===== config.mk =====
export PLATFORM = sky130hd
export DESIGN_NAME = apb4_mst_bridge
export DESIGN_NICKNAME = d
export VERILOG_FILES = /design/src/rtl/apb4_mst_bridge.sv
export SDC_FILE = /design/constraint.sdc
export NUM_CORES = 1
export LEC_CHECK = 0
export ABC_AREA = 1
export ABC_CLOCK_PERIOD_IN_PS = 2200
export CAP_MARGIN = 20
export CORE_ASPECT_RATIO = 0.6
export CORE_MARGIN = 10
export CORE_UTILIZATION = 40
export CTS_CLUSTER_SIZE = 8
export DETAILED_ROUTE_END_ITERATION = 8
export PLACE_DENSITY = 0.85
export SYNTH_ARGS = -nofsm -noshare
export SYNTH_HDL_FRONTEND = slang
export SYNTH_SLANG_ARGS = --single-unit
export TNS_END_PERCENT = 30

===== constraint.sdc =====
create_clock -name clk_i -period 2.2 [get_ports clk_i]
set_clock_uncertainty 0.1 [all_clocks]
set_input_delay 0.44 -clock clk_i [delete_from_list [all_inputs] [get_ports clk_i]]
set_output_delay 0.44 -clock clk_i [all_outputs]
set_load 0.005 [all_outputs]

===== src/rtl/apb4_mst_bridge.sv =====
// apb4_mst_bridge: single-outstanding valid/ready to APB4 initiator with access timeout
module apb4_mst_bridge #(
  parameter int ADDR_WIDTH  = 32,
  parameter int DATA_WIDTH  = 32,
  parameter int TIMEOUT_CYC = 256
) (
  input  logic                  clk_i,
  input  logic                  rst_i,
  input  logic                  req_valid_i,
  output logic                  req_ready_o,
  input  logic [ADDR_WIDTH-1:0] req_addr_i,
  input  logic [3:0]            req_wstrb_i,
  input  logic [DATA_WIDTH-1:0] req_wdata_i,
  input  logic [2:0]            req_prot_i,
  output logic                  rsp_valid_o,
  input  logic                  rsp_ready_i,
  output logic [DATA_WIDTH-1:0] rsp_rdata_o,
  output logic                  rsp_err_o,
  output logic                  rsp_timeout_o,
  output logic [ADDR_WIDTH-1:0] apb_paddr_o,
  output logic [2:0]            apb_pprot_o,
  output logic                  apb_psel_o,
  output logic                  apb_penable_o,
  output logic                  apb_pwrite_o,
  output logic [DATA_WIDTH-1:0] apb_pwdata_o,
  output logic [3:0]            apb_pstrb_o,
  input  logic                  apb_pready_i,
  input  logic [DATA_WIDTH-1:0] apb_prdata_i,
  input  logic                  apb_pslverr_i
);
  localparam int CW = TIMEOUT_CYC > 0 ? $clog2(TIMEOUT_CYC + 1) : 1;
  typedef enum logic [1:0] {IDLE, SETUP, ACCESS, RESP} state_t;
  state_t state_q, state_d;
  logic [ADDR_WIDTH-1:0] addr_q, addr_d;
  logic [DATA_WIDTH-1:0] wdata_q, wdata_d, rdata_q, rdata_d;
  logic [3:0] wstrb_q, wstrb_d;
  logic [2:0] prot_q, prot_d;
  logic [CW-1:0] cnt_q, cnt_d;
  logic err_q, err_d, to_q, to_d;
  logic expired;
  assign expired = TIMEOUT_CYC != 0 && cnt_q == CW'(TIMEOUT_CYC - 1);
  always_comb begin
    state_d = state_q;
    addr_d = addr_q;
    wdata_d = wdata_q;
    wstrb_d = wstrb_q;
    prot_d = prot_q;
    rdata_d = rdata_q;
    err_d = err_q;
    to_d = to_q;
    cnt_d = cnt_q;
    unique case (state_q)
      IDLE: if (req_valid_i) begin
        addr_d = req_addr_i;
        wstrb_d = req_wstrb_i;
        wdata_d = |req_wstrb_i ? req_wdata_i : '0;
        prot_d = req_prot_i;
        state_d = SETUP;
      end
      SETUP: begin
        cnt_d = '0;
        state_d = ACCESS;
      end
      ACCESS: if (apb_pready_i) begin
        rdata_d = (|wstrb_q || apb_pslverr_i) ? '0 : apb_prdata_i;
        err_d = apb_pslverr_i;
        to_d = 1'b0;
        cnt_d = '0;
        state_d = RESP;
      end else if (expired) begin
        rdata_d = '0;
        err_d = 1'b1;
        to_d = 1'b1;
        cnt_d = '0;
        state_d = RESP;
      end else cnt_d = cnt_q + 1'b1;
      RESP: state_d = rsp_ready_i ? IDLE : RESP;
      default: state_d = IDLE;
    endcase
  end
  always_ff @(posedge clk_i) begin
    if (rst_i) begin
      state_q <= IDLE;
      addr_q <= '0;
      wdata_q <= '0;
      wstrb_q <= '0;
      prot_q <= '0;
      rdata_q <= '0;
      err_q <= 1'b0;
      to_q <= 1'b0;
      cnt_q <= '0;
    end else begin
      state_q <= state_d;
      addr_q <= addr_d;
      wdata_q <= wdata_d;
      wstrb_q <= wstrb_d;
      prot_q <= prot_d;
      rdata_q <= rdata_d;
      err_q <= err_d;
      to_q <= to_d;
      cnt_q <= cnt_d;
    end
  end
  assign req_ready_o = state_q == IDLE;
  assign rsp_valid_o = state_q == RESP;
  assign rsp_rdata_o = rdata_q;
  assign rsp_err_o = err_q;
  assign rsp_timeout_o = to_q;
  assign apb_paddr_o = addr_q;
  assign apb_pprot_o = prot_q;
  assign apb_psel_o = state_q == SETUP || state_q == ACCESS;
  assign apb_penable_o = state_q == ACCESS;
  assign apb_pwrite_o = |wstrb_q;
  assign apb_pwdata_o = wdata_q;
  assign apb_pstrb_o = wstrb_q;
endmodule


* Word-level counts from Yosys, hierarchy flattened
Cells that the tools add are included.
** Cells by class
- $add $sub $neg :: 1
- Equal/unequal tests :: 6
- Mux-type cells :: 15
- Reductions and logical operators :: 10
** Operators by type and width (number)
- $mux W32 :: 4
- $mux W9 :: 2
- $pmux W9 S2 :: 1
- $add A9 B1 Y9 const B :: 1
- $eq A9 B8 Y1 const B :: 1
- $mux W2 :: 4
- $pmux W2 S4 :: 1
- $reduce_or A4 Y1 :: 2
- $reduce_and A2 Y1 :: 3
- $eq A2 B2 Y1 const B :: 2
- $reduce_bool A2 Y1 :: 2
- $mux W1 :: 3
- $ne A3 B1 Y1 const B :: 1
- $eq A2 B1 Y1 const B :: 1
- $logic_not A2 Y1 :: 1
- $logic_or A1 B1 Y1 :: 2
- $ne A2 B2 Y1 const B :: 1
** Storage, ports and cells
- Bits in registers :: 116
- Bits of input ports :: 109
- Output and inout port bits :: 110
- Logic and storage cells :: 41

* Logic depth before layout (Yosys ltp)
Gate-level depths: netlist (run 1).
- Word-level depth :: 4
- Mapped depth :: 9
- Mapped depth without buffers :: 9

* Worst setup path before layout (run 1)
OpenSTA, ideal clock, no wires.
- Path type :: register to register
- Start point :: register state_q[1]
- End point :: register cnt_q[5]
- Setup time :: 120 ps
- Arrival time :: 1429 ps
- Data required time :: 1980 ps
- Setup slack :: 551 ps
- Cell stages (with the launch flop) :: 9
- Path buffers :: 1
- Period minus slack after synthesis :: 1649 ps
- Path through :: dfxtp_1 -> inv_1 -> ha_1 -> buf_4 -> inv_1 -> nor3_4 -> nand2_1 -> xor2_1 -> nor2_1
** On the way
- Cells in the longest elaborated chain, start to end :: 2
- Elaborated cells on any way between the ends :: 4
- Those cells by class :: eq/ne (2); mux (1); reduce/logical (1)
** Ends and longest elaborated chain
- from (decl) :: RTL line 33 : state_t state_q, state_d;
- from (signal assigned) :: RTL line 93 : state_q <= state_d;
- $eq A2 B2 Y1 or $eq A2 B1 Y1 (tied branches) :: RTL line 52 : unique case (state_q)
- $pmux W9 S2 or $reduce_bool A2 Y1 (tied branches)
- to (signal assigned) :: RTL line 101 : cnt_q <= cnt_d;
- to (decl) :: RTL line 38 : logic [CW-1:0] cnt_q, cnt_d;
Several ways; a longest one is shown, not always the timed one.
A chain may end at the register's enable or synchronous reset.

* Final worst setup path (run 1)
- Start point :: register state_q[1]
- End point :: output req_ready_o
** On the way
- Cells in the longest elaborated chain, start to end :: 1
** Ends and longest elaborated chain
- $logic_not A2 Y1 :: RTL line 104 : assign req_ready_o = state_q == IDLE;
- to (decl) :: RTL line 10 : output logic req_ready_o,
Every way passes these cells.

==> impl_metrics.toml, run 1 <==
[pwr]
pwr_density_cell_nw_per_um2 = 960.6
power.total_mw = 6.985
leakage_nw = 2.852
ir_worst_vdd_v = 0.0005442

[final_layout]
drive_above_1_share_pct = 6.530
areaGrowthSynthToFinish_pct = 66.84
utilization_pct = 68.62
diodes = 0
finalNonFillerCells = 920
finalNetCount = 883

[clocking]
path_clk_slew_ns = 0.05
cts.htree.levels = 4
cts_setup_buffers = 0
cts_buffers = 17
cts_sinks = 116
cts_root_buf = "clkbuf_16"
cts_tree = "done"
clock_latency_ns = 0.39
clk_path_buf_depth = 2

[worst_setup_path]
critPathArrivalTime_ns = 1.58
cp_top_family = "buffers and inverters"
cp.required_ns = 1.66
criticalPathCategory = "reg2out"
slowest_stage = "clkdlybuf4s50_1"
critical_path.max_fanout = 5
cp-start-kind = "register"
cp_num_buf_inv = 2
cp-end-kind = "output port"
critPathMaxStageDelay_ns = 0.51
path_cells = "inv_1 -> ha_2 -> clkdlybuf4s50_1"

[timing]
setup_ws_ns = 0.08063
finalMaxSlewViolations = 0
min_period_ns = 2.119
worst_slew_pin_slew_ns = 0.3612
setup_violations = 0
fin_setup_tns_ns = 0
hold_viol_final = 0
max_clock_freq_mhz = 471.8
rsz0062_at_grt = "false"
finalCritPeriodShare_pct = 96.33
slew_headroom_pct = 75.90

[place]
place_ws_ns = 0.2444
place_congestion = 0.7831
dp_cells = 889
dpl.hpwl_um = 11000
io_buffers = 218

[routing]
route.detailed.drc = 0
postRouteAntennaNets = 0
wl_per_cell_um = 16.08
dr.pass1.iters = 5
route.vias.total = 4491
routed_via_density = 4.882
wirelength_um = 14790
drtIter0Drc = 228

[synth]
synthFlopType = "dfxtp_1"
synth_area_leader_cell = "dfxtp_1"
yosys.area.top_type_share_pct = 53.29
postSynthCellCount = 561
syn_area_sq_um = 4358
synth_area_leaders = "dfxtp_1, nand2_1, o21ai_0"
ys_async_sr_fraction_pct = 0
yosys_warnings = 0
syn_avg_cell_area_sq_um = 7.768
ys_seq_area_share_pct = 53.29
postSynthNetCount = 675
synth-edff-count = 0
synth-seq-cells = 116
synth_cell_types = 28

[die]
dieArea_sq_um = 15610
fp.dieW_um = 154.8
floorplan.initialDensity_pct = 41.13
coreArea_sq_um = 10600
row_count = 29
ioPinCount = 219
chipHeight_um = 100.9

[global_routing]
grt_pass1_wl_um = 23220
grtUsageMet3_pct = 10.53
use_met1_pct = 18.54
busiest_layer = "met2"
grt_max_degree = 73
antenna_found_initial = 0
track_usage_pct = 18.35
globalRouteOverflowTotal = 0
grt_util_met2_pct = 31.91
grt_pass1_vias = 4475

[flow_run]
cap_viol_max_count = 0

[hold_path]
hp-class = "reg2reg"

[outcome]
status = "finished clean"
## cell families (layout without fill, tap and decap cells)
group,count (synthesis),after routing,synth area share (%)
DFF,116,116,53.29
AOI/OAI and AO/OA,144,144,16.82
adders and majority gates,5,5,1.436
xor gates and xnor gates,2,2,0.4020
muxes,1,1,0.2297
and+or+nand+nor,235,235,21.56
buffers and inverters,58,278,6.259
## report_power, final
part	internal [mW]	total, mW	switching [mW]	leakage, nW
Sequential	2.37	2.52	0.148	0.951
Clock	1.98	2.89	0.914	0.306
Combinational	0.850	1.58	0.727	1.59
## cells in the final DEF, fill, tap and decap left out, types with 2 or more instances in the layout
cell type,instances
clkdlybuf4s50_1,217
nand2_1,125
dfxtp_1,115
nor2_1,94
o21ai_0,73
a21oi_1,68
inv_1,18
clkbuf_16,17
nand3_1,6
bufinv_16,4
buf_12,4
buf_4,4
inv_2,3
ha_1,3
clkbuf_8,3
clkinv_2,3
nand2_2,2
nand4_1,2
xor2_1,2
clkbuf_1,2
## registers in the layout, indices dropped and copies added, names as in the netlist
signal	cells
apb_pwdata_o	32
rsp_err_o	1
apb_pstrb_o	4
rsp_timeout_o	1
rsp_rdata_o	32
cnt_q	9
apb_pprot_o	3
apb_paddr_o	32
state_q	2
## cells in the mapped netlist (3+ instances only)
cell,count
a21oi_1,68
nand3_1,6
buf_4,5
inv_1,20
buf_6,3
buf_2,10
ha_1,5
o21ai_0,73
dfxtp_1,116
nor2_1,94
clkbuf_1,16
nand2_1,125
## worst min-delay path, delay by kind of cell, from the launching register on
kind,cells,cell delay [ns]
buffers and inverters,1,0.03
DFF,1,0.31
and+or+nand+nor,1,0.07
## metrics by stage
stage	hold WS (ns)	instance area [sq um]
finish	0.3591	7271
global route	0.3884	7271
CTS	0.3614	7268
detailed placement	0.3527	6630
global placement	0.3425	6630
floorplan	0.3323	4358
## repair_timing
action                                  4_1_cts  5_1_grt
hold buffers                                  0        0
endpoints found under the setup margin        2        2
resized for setup                             4        2
endpoints found under the hold margin         0        0
## layer usage
metal	up-vias	wire length, um
li1	2225	-
met1	2073	5753
met2	179	7244
met3	14	1644
met4	0	146
met5	-	0
## area by class of cell
type	instances	area, sq um
fill	797	3324
inverter	21	78.83
clock inverter	9	151.4
multi-input combinational	387	1778
sequential	116	2323
timing repair buffer	226	2291
clock buffer	22	474.2
tap	139	173.9
## worst paths after layout
kind,from,end,slack [ns],cells after the start
setup / recovery,state_q[1],req_ready_o,0.08,3
hold / removal,cnt_q[8],cnt_q[8],0.36,2
setup reg to reg,state_q[1],cnt_q[5],0.32,8
hold reg to reg,cnt_q[8],cnt_q[8],0.36,2
(Power assumes the default switching activity.)
==> run 2: changes to the inputs <==
--- a/config.mk
+++ b/config.mk
@@ -14,6 +14,7 @@
 export CTS_CLUSTER_SIZE = 8
 export DETAILED_ROUTE_END_ITERATION = 8
 export PLACE_DENSITY = 0.85
+export REMOVE_ABC_BUFFERS = 1
 export SYNTH_ARGS = -nofsm -noshare
 export SYNTH_HDL_FRONTEND = slang
 export SYNTH_SLANG_ARGS = --single-unit
==> impl_metrics.toml, run 2 (synthesized netlist as in run 1, its figures left out) <==
[timing]
max_clock_freq_mhz = 469.6
slew_headroom_pct = 74.66
setup_violations = 0
fin_setup_tns_ns = 0
finalMaxSlewViolations = 0
hold_viol_final = 0
setup_ws_ns = 0.07059
rsz0062_at_grt = "false"
worst_slew_pin_slew_ns = 0.3802
finalCritPeriodShare_pct = 96.79
min_period_ns = 2.129

[final_layout]
diodes = 0
final_cell_mix = "clkdlybuf4s50_1, nand2_1, dfxtp_1"
areaGrowthSynthToFinish_pct = 67.07
finalNetCount = 886
final_common_cell = "clkdlybuf4s50_1"
drive_above_1_share_pct = 6.888

[pwr]
p_clk_share_pct = 41.2
leakage_nw = 2.856
p_sw_mw = 1.820
pwr-share-comb_pct = 22.8
ir_worst_vdd_v = 0.0006546
p_sw_share_pct = 26.01
pwr_density_cell_nw_per_um2 = 960.8
seq_power_share_pct = 36.0
p_int_mw = 5.176

[clocking]
clk_path_buf_depth = 2
cts_root_buf = "clkbuf_16"
cts_buffers = 17
clock_latency_ns = 0.40
cts.htree.levels = 4
cts_setup_buffers = 0
path_clk_slew_ns = 0.05
cts_sinks = 116
cts_tree = "done"

[global_routing]
grt_max_degree = 60
globalRouteOverflowTotal = 0
track_usage_pct = 18.81
antenna_found_initial = 0
grt_pass1_wl_um = 23500
grt_pass1_vias = 4451

[die]
coreArea_sq_um = 10600
fp.dieW_um = 154.8
row_count = 29
floorplan.initialDensity_pct = 41.13
ioPinCount = 219
chipHeight_um = 100.9
dieArea_sq_um = 15610

[worst_setup_path]
critical_path.max_fanout = 5
cp.required_ns = 1.66
path_cells = "inv_2 -> ha_4 -> clkdlybuf4s50_1"
critPathMaxStageDelay_ns = 0.53
critPathArrivalTime_ns = 1.59
cp-start-kind = "register"
slowest_stage = "clkdlybuf4s50_1"
criticalPathCategory = "reg2out"
cp_top_family = "buffers and inverters"
cp_num_buf_inv = 2
cp-end-kind = "output port"

[routing]
wl_met3_um = 1365
postRouteAntennaNets = 0
met2_length_um = 7353
dr.pass1.iters = 5
route.detailed.drc = 0
wirelength_um = 15060
route.vias.total = 4452
top_layer_used = "met4"
routed_via_density = 4.823
drt-met1-wl_um = 6058
wl_per_cell_um = 16.32
drtIter0Drc = 227

[place]
dpl.hpwl_um = 11250
place_congestion = 0.7979
io_buffers = 218
place_ws_ns = 0.2144

[flow_run]
cap_viol_max_count = 0

[hold_path]
hp-class = "reg2reg"

[outcome]
status = "finished clean"
-- run 2: worst register-to-register path, cell delays in order, from the launching register on --
cell     delay [ns]
dfxtp_2        0.38
inv_1          0.11
ha_4           0.28
buf_4          0.14
inv_1          0.09
nor3_4         0.27
nand4_1        0.12
nand2_1        0.09
nand2_1        0.06
nor2_1         0.09
-- run 2: final cells by class --
| cell class | instances | area [sq um] |
|---|---|---|
| tap | 139 | 173.9 |
| inverter | 21 | 78.83 |
| clock buffer | 21 | 460.4 |
| fill | 819 | 3314 |
| sequential | 116 | 2323 |
| multi-input combinational | 387 | 1788 |
| clock inverter | 10 | 155.1 |
| timing repair buffer | 229 | 2301 |
-- run 2: final timing paths --
check,from,to,slack [ns],cells past startpoint
max,state_q[0],apb_penable_o,0.07,3
min,cnt_q[8],cnt_q[8],0.35,2
max reg2reg,state_q[1],cnt_q[7],0.38,9
min reg2reg,cnt_q[8],cnt_q[8],0.35,2
-- run 2: repair_timing --
item | 4_1_cts | 5_1_grt
pin swaps | 0 | 0
gates resized for setup | 4 | 3
setup endpoints to repair | 2 | 2
hold buffers | 0 | 0
-- run 2: power groups by stage --
| stage | clock network [mW] | registers (mW) | logic [mW] |
|---|---|---|---|
| CTS | 2.93 | 2.52 | 1.60 |
| finish | 2.88 | 2.52 | 1.60 |
| global route | 3.03 | 2.55 | 1.76 |
| global placement | 0 | 2.54 | 1.54 |
| floorplan | 0 | 2.56 | 0.570 |
| detailed placement | 0 | 2.55 | 1.59 |
-- run 2: layer usage --
metal  global-route usage, %  up-vias
li1                        -     2231
met1                   20.65     2046
met2                   31.45      147
met3                   8.909       28
met4                   6.725        0
met5                       0        -
-- run 2: per-stage QoR --
stage	cells	cell area (sq um)	power, mW	utilization, %	hold slack, ns
floorplan	524	4164	3.128	-	0.3323
global placement	892	6640	4.080	62.67	0.3420
detailed placement	892	6640	4.141	62.67	0.3432
CTS	923	7268	7.055	68.60	0.3519
global route	923	7281	7.341	68.72	0.3708
finish	923	7281	6.995	68.72	0.3529
